## src/rtl/nb_cell_iter_ctrl.sv

```systemverilog
// Half-shell neighbour iterator: walks the 14 neighbour cells of one home cell
// with periodic wrap per axis and streams their IDs on a valid/ready interface.

module nb_cell_axis_wrap #(
  parameter int W = 3
) (
  input  logic [W-1:0] home,
  input  logic [1:0]   d,
  input  logic [W-1:0] maxv,
  output logic [W-1:0] nb
);
  always_comb begin
    nb = home;
    case (d)
      2'b01:   nb = (home == maxv) ? '0 : home + W'(1);
      2'b11:   nb = (home == '0) ? maxv : home - W'(1);
      default: nb = home;
    endcase
  end
endmodule

module nb_cell_iter_ctrl #(
  parameter int CELL_ID_WIDTH = 3,
  parameter int X_DIM = 3,
  parameter int Y_DIM = 3,
  parameter int Z_DIM = 3
) (
  input  logic                     clk,
  input  logic                     rst_n,
  input  logic                     i_start,
  input  logic [CELL_ID_WIDTH-1:0] i_home_cid_x,
  input  logic [CELL_ID_WIDTH-1:0] i_home_cid_y,
  input  logic [CELL_ID_WIDTH-1:0] i_home_cid_z,
  output logic                     o_busy,
  output logic                     o_nb_valid,
  input  logic                     i_nb_ready,
  output logic [CELL_ID_WIDTH-1:0] o_nb_cid_x,
  output logic [CELL_ID_WIDTH-1:0] o_nb_cid_y,
  output logic [CELL_ID_WIDTH-1:0] o_nb_cid_z,
  output logic [3:0]               o_nb_idx,
  output logic                     o_nb_last,
  output logic                     o_done,
  output logic                     o_err
);
  localparam int W = CELL_ID_WIDTH;
  localparam logic [1:0] D0 = 2'b00, DP = 2'b01, DN = 2'b11;

  typedef enum logic [1:0] {IDLE, ISSUE, DONE} state_t;

  state_t              state;
  logic [3:0]          k, k_next;
  logic [2:0][W-1:0]   home, dim_max, nb_next;
  logic [2:0][1:0]     d_next;
  logic                in_range;

  assign dim_max  = {W'(Z_DIM - 1), W'(Y_DIM - 1), W'(X_DIM - 1)};
  assign in_range = (int'(i_home_cid_x) < X_DIM) && (int'(i_home_cid_y) < Y_DIM) &&
                    (int'(i_home_cid_z) < Z_DIM);
  assign k_next   = k + 4'd1;
  assign o_nb_idx = k;

  // Offset of the beat after the current one, packed {dz, dy, dx}.
  always_comb begin
    d_next = '0;
    case (k_next)
      4'd1:    d_next = {D0, D0, DP};
      4'd2:    d_next = {D0, DP, DN};
      4'd3:    d_next = {D0, DP, D0};
      4'd4:    d_next = {D0, DP, DP};
      4'd5:    d_next = {DP, DN, DN};
      4'd6:    d_next = {DP, DN, D0};
      4'd7:    d_next = {DP, DN, DP};
      4'd8:    d_next = {DP, D0, DN};
      4'd9:    d_next = {DP, D0, D0};
      4'd10:   d_next = {DP, D0, DP};
      4'd11:   d_next = {DP, DP, DN};
      4'd12:   d_next = {DP, DP, D0};
      4'd13:   d_next = {DP, DP, DP};
      default: d_next = '0;
    endcase
  end

  for (genvar a = 0; a < 3; a++) begin : g_axis
    nb_cell_axis_wrap #(.W(W)) u_wrap (
      .home (home[a]),
      .d    (d_next[a]),
      .maxv (dim_max[a]),
      .nb   (nb_next[a])
    );
  end

  always_ff @(posedge clk or negedge rst_n) begin
    if (!rst_n) begin
      state      <= IDLE;
      k          <= '0;
      home       <= '0;
      o_busy     <= 1'b0;
      o_nb_valid <= 1'b0;
      o_nb_cid_x <= '0;
      o_nb_cid_y <= '0;
      o_nb_cid_z <= '0;
      o_nb_last  <= 1'b0;
      o_done     <= 1'b0;
      o_err      <= 1'b0;
    end else begin
      o_done <= 1'b0;
      o_err  <= 1'b0;
      case (state)
        IDLE: begin
          if (i_start && in_range) begin
            home       <= {i_home_cid_z, i_home_cid_y, i_home_cid_x};
            k          <= '0;
            o_nb_cid_x <= i_home_cid_x;  // offset 0 is the home cell itself
            o_nb_cid_y <= i_home_cid_y;
            o_nb_cid_z <= i_home_cid_z;
            o_nb_last  <= 1'b0;
            o_nb_valid <= 1'b1;
            o_busy     <= 1'b1;
            state      <= ISSUE;
          end else if (i_start) begin
            o_err <= 1'b1;
          end
        end
        ISSUE: begin
          if (i_nb_ready) begin
            if (k == 4'd13) begin
              k          <= '0;
              o_nb_valid <= 1'b0;
              o_nb_last  <= 1'b0;
              o_done     <= 1'b1;
              state      <= DONE;
            end else begin
              k          <= k_next;
              o_nb_cid_x <= nb_next[0];
              o_nb_cid_y <= nb_next[1];
              o_nb_cid_z <= nb_next[2];
              o_nb_last  <= (k_next == 4'd13);
            end
          end
        end
        DONE: begin
          o_busy <= 1'b0;
          state  <= IDLE;
        end
        default: state <= IDLE;
      endcase
    end
  end
endmodule

```

## config.mk

```make
export PLATFORM = sky130hd
export DESIGN_NAME = nb_cell_iter_ctrl
export DESIGN_NICKNAME = d
export VERILOG_FILES = /design/src/rtl/nb_cell_iter_ctrl.sv
export SDC_FILE = /design/constraint.sdc
export NUM_CORES = 1
export LEC_CHECK = 0
export BUFFER_PORTS_ARGS = -buffer_cell sky130_fd_sc_hd__buf_2
export CAP_MARGIN = 20
export CORE_MARGIN = 4
export CORE_UTILIZATION = 25
export DETAILED_ROUTE_END_ITERATION = 16
export PLACE_DENSITY = 0.51
export SLEW_MARGIN = 20
export SYNTH_ARGS = -nofsm -noshare
export SYNTH_HDL_FRONTEND = slang
export SYNTH_HIERARCHICAL = 1
export SYNTH_SLANG_ARGS = --single-unit
```

## constraint.sdc

```tcl
create_clock -name clk -period 4.81 [get_ports clk]
set_clock_uncertainty 0.05 [all_clocks]
set_input_delay 0.7215 -clock clk [delete_from_list [all_inputs] [get_ports clk]]
set_output_delay 0.7215 -clock clk [all_outputs]
set_load 0.005 [all_outputs]
```

---- Word-level counts from Yosys, hierarchy flattened ----
Memories as Yosys holds them, arrays and structs flattened.
Index checks and enable logic that the tools add are counted.
operators by class
  $add $sub $neg .......................... 7
  $lt $le $gt $ge ......................... 3
  eq/ne operators ......................... 17
  muxes and demuxes ....................... 44
  reduce and logical (&&, ||, !) cells .... 15
operators by type and width
  kind                 number
  $mux 3               15
  $pmux 3 s2           6
  $mux 1               12
  $mux 4               3
  $add 3x1->3 const B  3
  $eq 3x2->1 const B   3
  $logic_not 3->1      3
  $lt 3x2->1 const B   3
  $sub 3x1->3 const B  3
  $eq 2x1->1 const B   4
  $eq 2x2->1 const B   4
  $eq 4x4->1 const B   2
  $ne 2x2->1 const B   4
  $pmux 4 s2           1
  $reduce_and 4->1     2
  $mux 2               3
  $pmux 1 s2           3
  $reduce_and 3->1     2
  $add 4x1->4 const B  1
  $pmux 2 s2           1
  $reduce_and 2->1     2
  $reduce_bool 2->1    2
  $logic_and 1x1->1    3
  $logic_not 2->1      1
storage, ports and cells
  register bits after elaboration ......... 29
  ROM bits ................................ 80
  bits of input ports ..................... 13
  output and inout port bits .............. 18
  word-level logic and storage cells ...... 100
  memories ................................ 1
memory list
  name              depth  width  read ports  clocked after Yosys merged registers in  write ports  RTL line  RTL
  (name not given)  16     5      1           0                                        0            65        case (k_next)

---- Logic depth before layout (Yosys ltp) ----
Gate-level depths: netlist (run 1).
An unclocked memory read counts as a cell.
  word-level depth ........................ 7
  gate-level depth with buffers ........... 11
  depth with buffers taken out ............ 11

---- By module ----
Netlist (run 1), hierarchy kept.
by module, submodules not included
  module             instances  cells each  area each (µm²)  sequential area each (µm²)
  nb_cell_iter_ctrl  1          131         1483.9           725.7
  nb_cell_axis_wrap  3          30          234.0            0.0

---- Worst setup path after synthesis (run 1) ----
OpenSTA, ideal clock, no wires.
  path type ............................... reg-to-reg
  start point ............................. register k[0] (netlist: o_nb_idx[0])
  end point ............................... register o_nb_cid_x[2]
  data arrival time ....................... 2114 ps
  data required time ...................... 4634 ps
  setup slack ............................. 2520 ps
  stages on the path, launching flop included .. 11
  path buffers ............................ 0
  period minus slack after synthesis ...... 2290 ps
  cells stage by stage .................... dfrtp_1 > inv_1 > ha_1 > xor2_1 > mux2i_1 > o22ai_1 > and4bb_2 > o32ai_1 > nand3_1 > mux2i_1 > a21oi_1
RTL lines
  element                   RTL line  RTL
  start: declaration        51        logic [3:0] k, k_next;
  start signal: assignment  133       k <= k_next;
  end signal: assignment    113       o_nb_cid_x <= i_home_cid_x;
  end signal: assignment    134       o_nb_cid_x <= nb_next[0];
  end: declaration          37        output logic [CELL_ID_WIDTH-1:0] o_nb_cid_x,

==> results.rst, run 1 <==
.. list-table::
   :header-rows: 1

   * - Metric
     - Value
   * - Register-to-Register Path Depth
     - 10
   * - Area enclosed by the die boundary
     - 10300 sq um
   * - Area after DPL
     - 2487 sq um
   * - Ys async rst share
     - 100.0%
   * - Unrepaired setup endpoints after global routing
     - no
   * - Skew-Pair Late Insertion Delay
     - 0.28 ns
   * - Number of remaining DRC errors
     - 0
   * - Transition time of the tightest slew-check pin
     - 0.6754 ns
   * - Final setup violating endpoints
     - 0
   * - Multi-input gate area in the final layout
     - 1401 sq um
   * - Count of vias placed by the detailed router
     - 1768
   * - Sequential standard cell area
     - 725.7 sq um
   * - Placeable core area
     - 8341 sq um
   * - RD Place Congestion
     - 0.8195
   * - Die width
     - 101.5 um
   * - Sum Neg Setup Slack
     - 0 ns
   * - Post CTS Setup Buffer Count
     - 0
   * - Post-synthesis to final-layout area growth
     - 17.57%
   * - Number of sinks on the clock net
     - 29
   * - Level count of the clock H-tree
     - 2
   * - Fillcell total
     - 895
   * - Peak supply drop
     - 0.2541 mV
   * - Leakage component of the power
     - 1.215 nW
   * - DRT Pass-1 Iters
     - 4
   * - Worst reg-to-reg setup slack
     - 2.16 ns
   * - NumNets Final
     - 301
   * - Fraction of synthesized cell area taken by the top area cell type
     - 33.20%
   * - Global-route wire length before repair
     - 8.901 mm
   * - Fraction of layout cells with a size suffix above 1
     - 21.25%
   * - Headroom to the max-slew limit
     - 54.98%
   * - Crit path required time
     - 4.91 ns
   * - Critical Path Sink Type
     - register
   * - Worst setup timing slack at the placement stage
     - 2.140 ns
   * - Max Root-Sink Buffers
     - 2
   * - Final Hold Vio Count
     - 0
   * - Commonest register cell after synthesis
     - dfrtp_1
   * - # rows
     - 33
   * - Total half-perimeter wirelength after legalization and detailed placement
     - 3.957 mm
   * - Number of register bits inferred by synthesis
     - 29
   * - Routed Antenna Nets
     - 0
   * - Worst setup path class
     - register to register
   * - CP max stage cell
     - dfrtp_1
   * - Minimum clock period
     - 2.647 ns
   * - Cell area after layout
     - 2570 sq um
   * - Routed length per instance
     - 13.70 um
   * - Final-report max-slew violation count
     - 0
   * - Clock root cell
     - clkbuf_8
   * - Post-synth top area cell
     - dfrtp_1
   * - CTS buffer count
     - 5
   * - Max Cap Violations
     - 0
   * - Synthesized area per cell
     - 9.891 sq um
   * - Delay contributed by the slowest stage of the critical path
     - 0.52 ns
   * - Number of gates given a new drive strength after cts
     - 0
   * - Number of warning messages in the yosys log
     - 6
   * - Worst Path Max Fanout
     - 9
   * - Critical path data arrival time
     - 2.75 ns
   * - Post-cts hold buffer count
     - 0
   * - Clock-pin transition on the worst setup and hold timing paths
     - 0.06 ns
   * - Post-synth EDFFs
     - 0
   * - Post-Synthesis Cell Area
     - 2186 sq um
   * - Clock tree from TritonCTS
     - built
   * - Remaining Overflow, GRT
     - 0
   * - Vias in the first global route
     - 1788
   * - Critical path launch point type
     - register
   * - Library cell appearing most often on the critical path
     - mux2i_1
   * - Chain of cells forming the critical path
     - inv_1 > ha_1 > xor2_1 > mux2i_1 > o22ai_1 > and4bb_2 > o32ai_1 > nand3_1 > mux2i_1 > a21oi_1
   * - Power per standard cell area
     - 517.9 nW/um^2
   * - FMAX
     - 377.7 MHz
   * - Count of unique library cells instantiated by Yosys
     - 44
   * - Detail-routed via count per cell
     - 4.677
   * - Largest net degree at the start of global routing
     - 30
   * - Hold Path Class
     - primary input to async pin
   * - Setup slack of the critical path after layout
     - 2.163 ns
   * - Detailed Route WL
     - 5.177 mm
   * - Overall Global Routing Usage
     - 10.79%
   * - Tcrit/Tclk final
     - 55.04%
   * - Number of standard cells after synthesis
     - 221
   * - Number of antenna violations at the first check in global routing
     - 0
   * - Outcome
     - finished clean
   * - Die Ht
     - 101.5 um
   * - Sequential cell area fraction in the yosys report
     - 33.20%
   * - Count of pins on the block boundary
     - 31
   * - Initial Util
     - 26.21%
   * - Synth area leaders
     - dfrtp_1, ha_1, a21oi_1, mux2i_1, xor2_1
   * - Antenna cells
     - 0
   * - Iteration-0 DRC Markers
     - 67
   * - Number of buffers added on ports
     - 30
==> path summary, 6_finish.rpt <==
path                                               from                         to
worst max-delay path            o_nb_idx[0]$_DFFE_PN0P_  o_nb_cid_x[2]$_DFFE_PN0P_
worst min-delay path                              rst_n        home[8]$_DFFE_PN0P_
worst max register to register  o_nb_idx[0]$_DFFE_PN0P_  o_nb_cid_x[2]$_DFFE_PN0P_
worst min register to register    o_nb_last$_DFFE_PN0P_      o_nb_last$_DFFE_PN0P_
max in group asynchronous                         rst_n  o_nb_cid_z[0]$_DFFE_PN0P_
min in group clk                  o_nb_last$_DFFE_PN0P_      o_nb_last$_DFFE_PN0P_
==> registers in the layout, indices dropped and copies added (netlist names) <==
signal	flops
o_nb_cid_z	3
o_nb_cid_y	3
o_nb_valid	1
home	9
o_nb_last	1
state	2
o_nb_cid_x	3
o_done	1
o_err	1
o_busy	1
o_nb_idx	4
==> area by class of cell <==
class / instances / share of cell area (%)
timing repair buffer: 30 / 5.842
clock inverter: 2 / 0.3895
sequential: 29 / 28.24
clock buffer: 6 / 2.824
inverter: 21 / 3.067
tap: 105 / 5.112
multi-input combinational: 185 / 54.53
==> where the power goes <==
part | internal [W] | total (W) | switching, W
Sequential | 0.000318 | 0.000408 | 0.0000898
Combinational | 0.000324 | 0.000728 | 0.000404
Clock | 0.000100 | 0.000195 | 0.0000946
Total | 0.000743 | 0.00133 | 0.000588
==> per-layer routing <==
metal  GRT usage, %  part of all wire, %  up-vias  wire length [um]
met1          15.00                   48      846              2484
met5              0                    0        -                 0
met2          16.95                   47       39              2450
met3          2.342                  3.3        8               171
met4          2.863                  1.4        0                70
li1               -                    -      875                 -
==> logic make-up (layout without fill, tap and decap cells) <==
kind of cell / count (synthesis) / in the layout / share of synthesized area (%)
compound gates: 57 / 57 / 17.63
simple gates: 56 / 56 / 16.83
flops: 29 / 29 / 33.20
buf+inv: 29 / 59 / 6.582
mux: 20 / 20 / 11.10
fa+ha+maj: 16 / 16 / 9.158
xor+xnor: 12 / 12 / 5.152
other cells: 2 / 24 / 0.3436
==> through the flow <==
stage / cells / util (%) / total power (W) / hold WS, ns
after global routing: 378 / 30.81 / 0.001469 / 0.4704
after detailed placement: 370 / 29.82 / 0.001141 / 0.4400
after global placement: 370 / 29.79 / 0.001134 / 0.4367
after floorplan: 243 / - / 0.0009230 / 0.3759
final: 378 / 30.81 / 0.001331 / 0.4256
after CTS: 378 / 30.81 / 0.001345 / 0.4432
==> cell usage after synthesis (2+ instances only) <==
cell / count
conb_1: 2
mux2_4: 5
or3b_1: 6
o32ai_1: 3
and4bb_2: 3
nor3b_1: 3
buf_6: 4
a22o_1: 2
dfrtp_1: 29
and2b_2: 3
mux2_2: 4
mux2i_1: 10
inv_1: 21
nand3_1: 5
or2b_1: 3
buf_2: 3
o211ai_1: 7
ha_1: 16
nand2_1: 6
o21ai_0: 2
o311ai_1: 6
and2_1: 7
a21o_1: 2
o2111ai_1: 3
a31oi_1: 8
nor2b_1: 3
a21oi_1: 20
xor2_1: 11
nor2_1: 9
==> worst max-delay path, delay by kind of cell, from the launching register on <==
family	cells	cell delay, ns
multiplexers	2	0.23
AO/OA/AOI/OAI	3	0.61
flip-flops	1	0.52
XOR/XNOR	1	0.16
buffers and inverters	1	0.14
adder cells (fa/ha/maj)	1	0.40
AND/OR/NAND/NOR	2	0.40
==> cell usage in the layout, fill, tap and decap left out, types with 8 or more instances in the layout <==
| cell type | n |
|---|---|
| conb_1 | 24 |
| a31oi_1 | 8 |
| dfrtp_1 | 29 |
| mux2i_1 | 10 |
| a21oi_1 | 20 |
| nor2_1 | 9 |
| buf_2 | 30 |
| inv_1 | 21 |
| ha_1 | 16 |
| xor2_1 | 11 |
(Power assumes the default switching activity.)
==> run 2: changes to the inputs <==
==> constraint.sdc (replaced) <==
create_clock -name clk -period 2.5 [get_ports clk]
set_clock_uncertainty 0.05 [all_clocks]
set_input_delay 0.375 -clock clk [delete_from_list [all_inputs] [get_ports clk]]
set_output_delay 0.375 -clock clk [all_outputs]
set_load 0.005 [all_outputs]
==> run 2 against run 1 <==
Effect of this change:
- wire length up 2.1%
- clock-buffer cell count stayed put
- cell area is 2.4% higher
- combinational power up 100%
- die area stayed put
- critical endpoint unchanged
- worst hold slack got worse by 0.35 ns
==> results.rst, run 2 (synthesis results as in run 1) <==
.. list-table::
   :header-rows: 1

   * - Metric
     - Value
   * - Total half-perimeter wirelength after legalization and detailed placement
     - 4.055 mm (+2.5%)
   * - Global-route track usage on met3
     - 2.204% (-0.14 points)
   * - Sum Neg Setup Slack
     - 0 ns (unchanged)
   * - CTS buffer count
     - 5 (unchanged)
   * - Hold Path Class
     - primary input to async pin
   * - Layer carrying the most global-route usage
     - met2
   * - # rows
     - 33 (unchanged)
   * - Register with the most flip-flops
     - home
   * - Clock root cell
     - clkbuf_8
   * - Skew-Pair Late Insertion Delay
     - 0.28 ns (about the same)
   * - Final-report max-slew violation count
     - 0 (unchanged)
   * - Chain of cells forming the critical path
     - ha_1 > inv_1 > ha_1 > inv_1 > nand2_1 > o22ai_1 > and4bb_2 > o32ai_1 > nand3_1 > mux2i_1 > a21oi_1
   * - Count of pins on the block boundary
     - 31 (unchanged)
   * - Transition time of the tightest slew-check pin
     - 0.6788 ns (+0.003431 ns)
   * - Most frequent cells in the layout
     - buf_2, dfrtp_1, conb_1
   * - Number of buffers added on ports
     - 30 (unchanged)
   * - Outcome
     - finished clean
   * - Most common library cell in the layout ignoring fill and taps
     - buf_2
   * - Final setup violating endpoints
     - 0 (unchanged)
   * - Routed Antenna Nets
     - 0 (unchanged)
   * - Number of sinks on the clock net
     - 29 (unchanged)
   * - Fillcell total
     - 901 (+0.67%)
   * - Cell class contributing the biggest share of worst-path delay
     - adder cells
   * - DRT Pass-1 Iters
     - 4 (unchanged)
   * - Register-to-Register Path Depth
     - 11 (+1)
   * - Flip-flop count of the largest register after layout
     - 9 (unchanged)
   * - Largest net degree at the start of global routing
     - 30 (unchanged)
   * - Peak supply drop
     - 0.3219 mV (+27%)
   * - Tcrit/Tclk final
     - 90.16% (+35 points)
   * - CP max stage cell
     - dfrtp_2
   * - Max Root-Sink Buffers
     - 2 (unchanged)
   * - Detail-routed via count per cell
     - 4.570 (-2.3%)
   * - Worst setup path class
     - register to register
   * - Remaining Overflow, GRT
     - 0 (unchanged)
   * - Die Ht
     - 101.5 um (unchanged)
   * - Post-cts hold buffer count
     - 0 (unchanged)
   * - Area enclosed by the die boundary
     - 10300 sq um (unchanged)
   * - Post-synthesis to final-layout area growth
     - 20.43%
   * - Count of vias placed by the detailed router
     - 1764 (-0.23%)
   * - Critical path launch point type
     - register
   * - Util after Layout
     - 31.56% (+0.75 points)
   * - Delay contributed by the slowest stage of the critical path
     - 0.47 ns (-0.05 ns)
   * - Routed length per instance
     - 13.70 um (about the same)
   * - Count of cell instances traversed by the critical path
     - 11 (+1)
   * - Worst reg-to-reg setup slack
     - 0.25 ns (-1.92 ns)
   * - Global-route track usage on met1
     - 14.69% (-0.31 points)
   * - Overall Global Routing Usage
     - 11.10% (+0.31 points)
   * - Power per standard cell area
     - 1008 nW/um^2 (+95%)
   * - Headroom to the max-slew limit
     - 54.75% (-0.23 points)
   * - Vias in the first global route
     - 1807 (+1.1%)
   * - FMAX
     - 443.7 MHz (+17%)
   * - Clock-pin transition on the worst setup and hold timing paths
     - 0.07 ns (about the same)
   * - Leakage component of the power
     - 1.250 nW (+2.9%)
   * - Max Cap Violations
     - 0 (unchanged)
   * - Met2 Usage GRT
     - 18.31% (+1.4 points)
   * - Global-route wire length before repair
     - 9.004 mm (+1.2%)
   * - Crit path buffers/inverters
     - 2 (+1)
   * - Critical path data arrival time
     - 2.35 ns (-0.40 ns)
   * - Detailed Route WL
     - 5.288 mm (+2.1%)
   * - Number of remaining DRC errors
     - 0 (unchanged)
   * - Fraction of layout cells with a size suffix above 1
     - 24.56% (+3.3 points)
   * - NumNets Final
     - 309 (+2.7%)
   * - Level count of the clock H-tree
     - 2 (unchanged)
   * - Die width
     - 101.5 um (unchanged)
   * - Initial Util
     - 26.21% (unchanged)
   * - Unrepaired setup endpoints after global routing
     - no
   * - Final Hold Vio Count
     - 0 (unchanged)
   * - Antenna cells
     - 0 (unchanged)
   * - Placeable core area
     - 8341 sq um (unchanged)
   * - Worst Path Max Fanout
     - 9 (unchanged)
   * - Iteration-0 DRC Markers
     - 78 (+16%)
   * - RD Place Congestion
     - 0.8440 (+3.0%)
   * - Minimum clock period
     - 2.254 ns (-0.3934 ns)
   * - Number of antenna violations at the first check in global routing
     - 0 (unchanged)
   * - Clock tree from TritonCTS
     - built
   * - Crit path required time
     - 2.60 ns (-2.31 ns)
   * - Critical Path Sink Type
     - register
==> run 2: changes by cell type in the layout (fill, tap and decap cells not counted) <==
cell     before  now
buf_4         0    8
dfrtp_1      29   27
dfrtp_2       0    2
ha_1         16   15
ha_2          0    1
inv_1        21   20
inv_2         0    1
nor2b_1       2    3
nor2b_2       1    0
==> run 2: power breakdown <==
group	switching, W	internal (W)
combinational	0.000775	0.000708
sequential	0.000163	0.000615
clock	0.000198	0.000193
total	0.00114	0.00152
==> run 2: metal layers <==
| metal | vias up | wire, um |
|---|---|---|
| li1 | 891 | - |
| met1 | 840 | 2578 |
| met2 | 27 | 2489 |
| met3 | 6 | 164 |
| met4 | 0 | 55 |
| met5 | - | 0 |
==> run 2: per-stage QoR <==
stage | setup WS, ns | hold WS, ns | instances | cell area, sq um | power (W)
floorplan | 0.2101 | 0.02941 | 243 | 2268 | 0.001776
global placement | 0.2166 | 0.4163 | 378 | 2545 | 0.002257
detailed placement | 0.1597 | 0.4082 | 378 | 2545 | 0.002276
CTS | 0.1501 | 0.09997 | 386 | 2628 | 0.002681
global route | 0.01381 | 0.1289 | 386 | 2633 | 0.002920
finish | 0.2460 | 0.07864 | 386 | 2633 | 0.002653
==> run 2: worst paths after layout <==
kind | startpoint | end
setup reg to reg | o_nb_idx[0]$_DFFE_PN0P_ | o_nb_cid_x[2]$_DFFE_PN0P_
hold reg to reg | o_nb_last$_DFFE_PN0P_ | o_nb_last$_DFFE_PN0P_
max in group asynchronous | rst_n | o_nb_idx[1]$_DFFE_PN0P_
hold / removal | rst_n | o_nb_cid_y[1]$_DFFE_PN0P_
setup / recovery | o_nb_idx[0]$_DFFE_PN0P_ | o_nb_cid_x[2]$_DFFE_PN0P_
min in group clk | i_home_cid_x[0] | home[0]$_DFFE_PN0P_
==> run 2: layout make-up <==
cell class / count / area, sq um / share of cell area [%]
multi-input combinational: 185 / 1401 / 53.23
sequential: 29 / 728.2 / 27.66
timing repair buffer: 38 / 210.2 / 7.985
tap: 105 / 131.4 / 4.991
inverter: 21 / 78.83 / 2.994
clock buffer: 6 / 72.57 / 2.757
clock inverter: 2 / 10.01 / 0.3802
==> run 2: repair_timing <==
item	in CTS	in global routing
setup endpoints to repair	0	3
buffers inserted	0	0
resized for setup	0	4
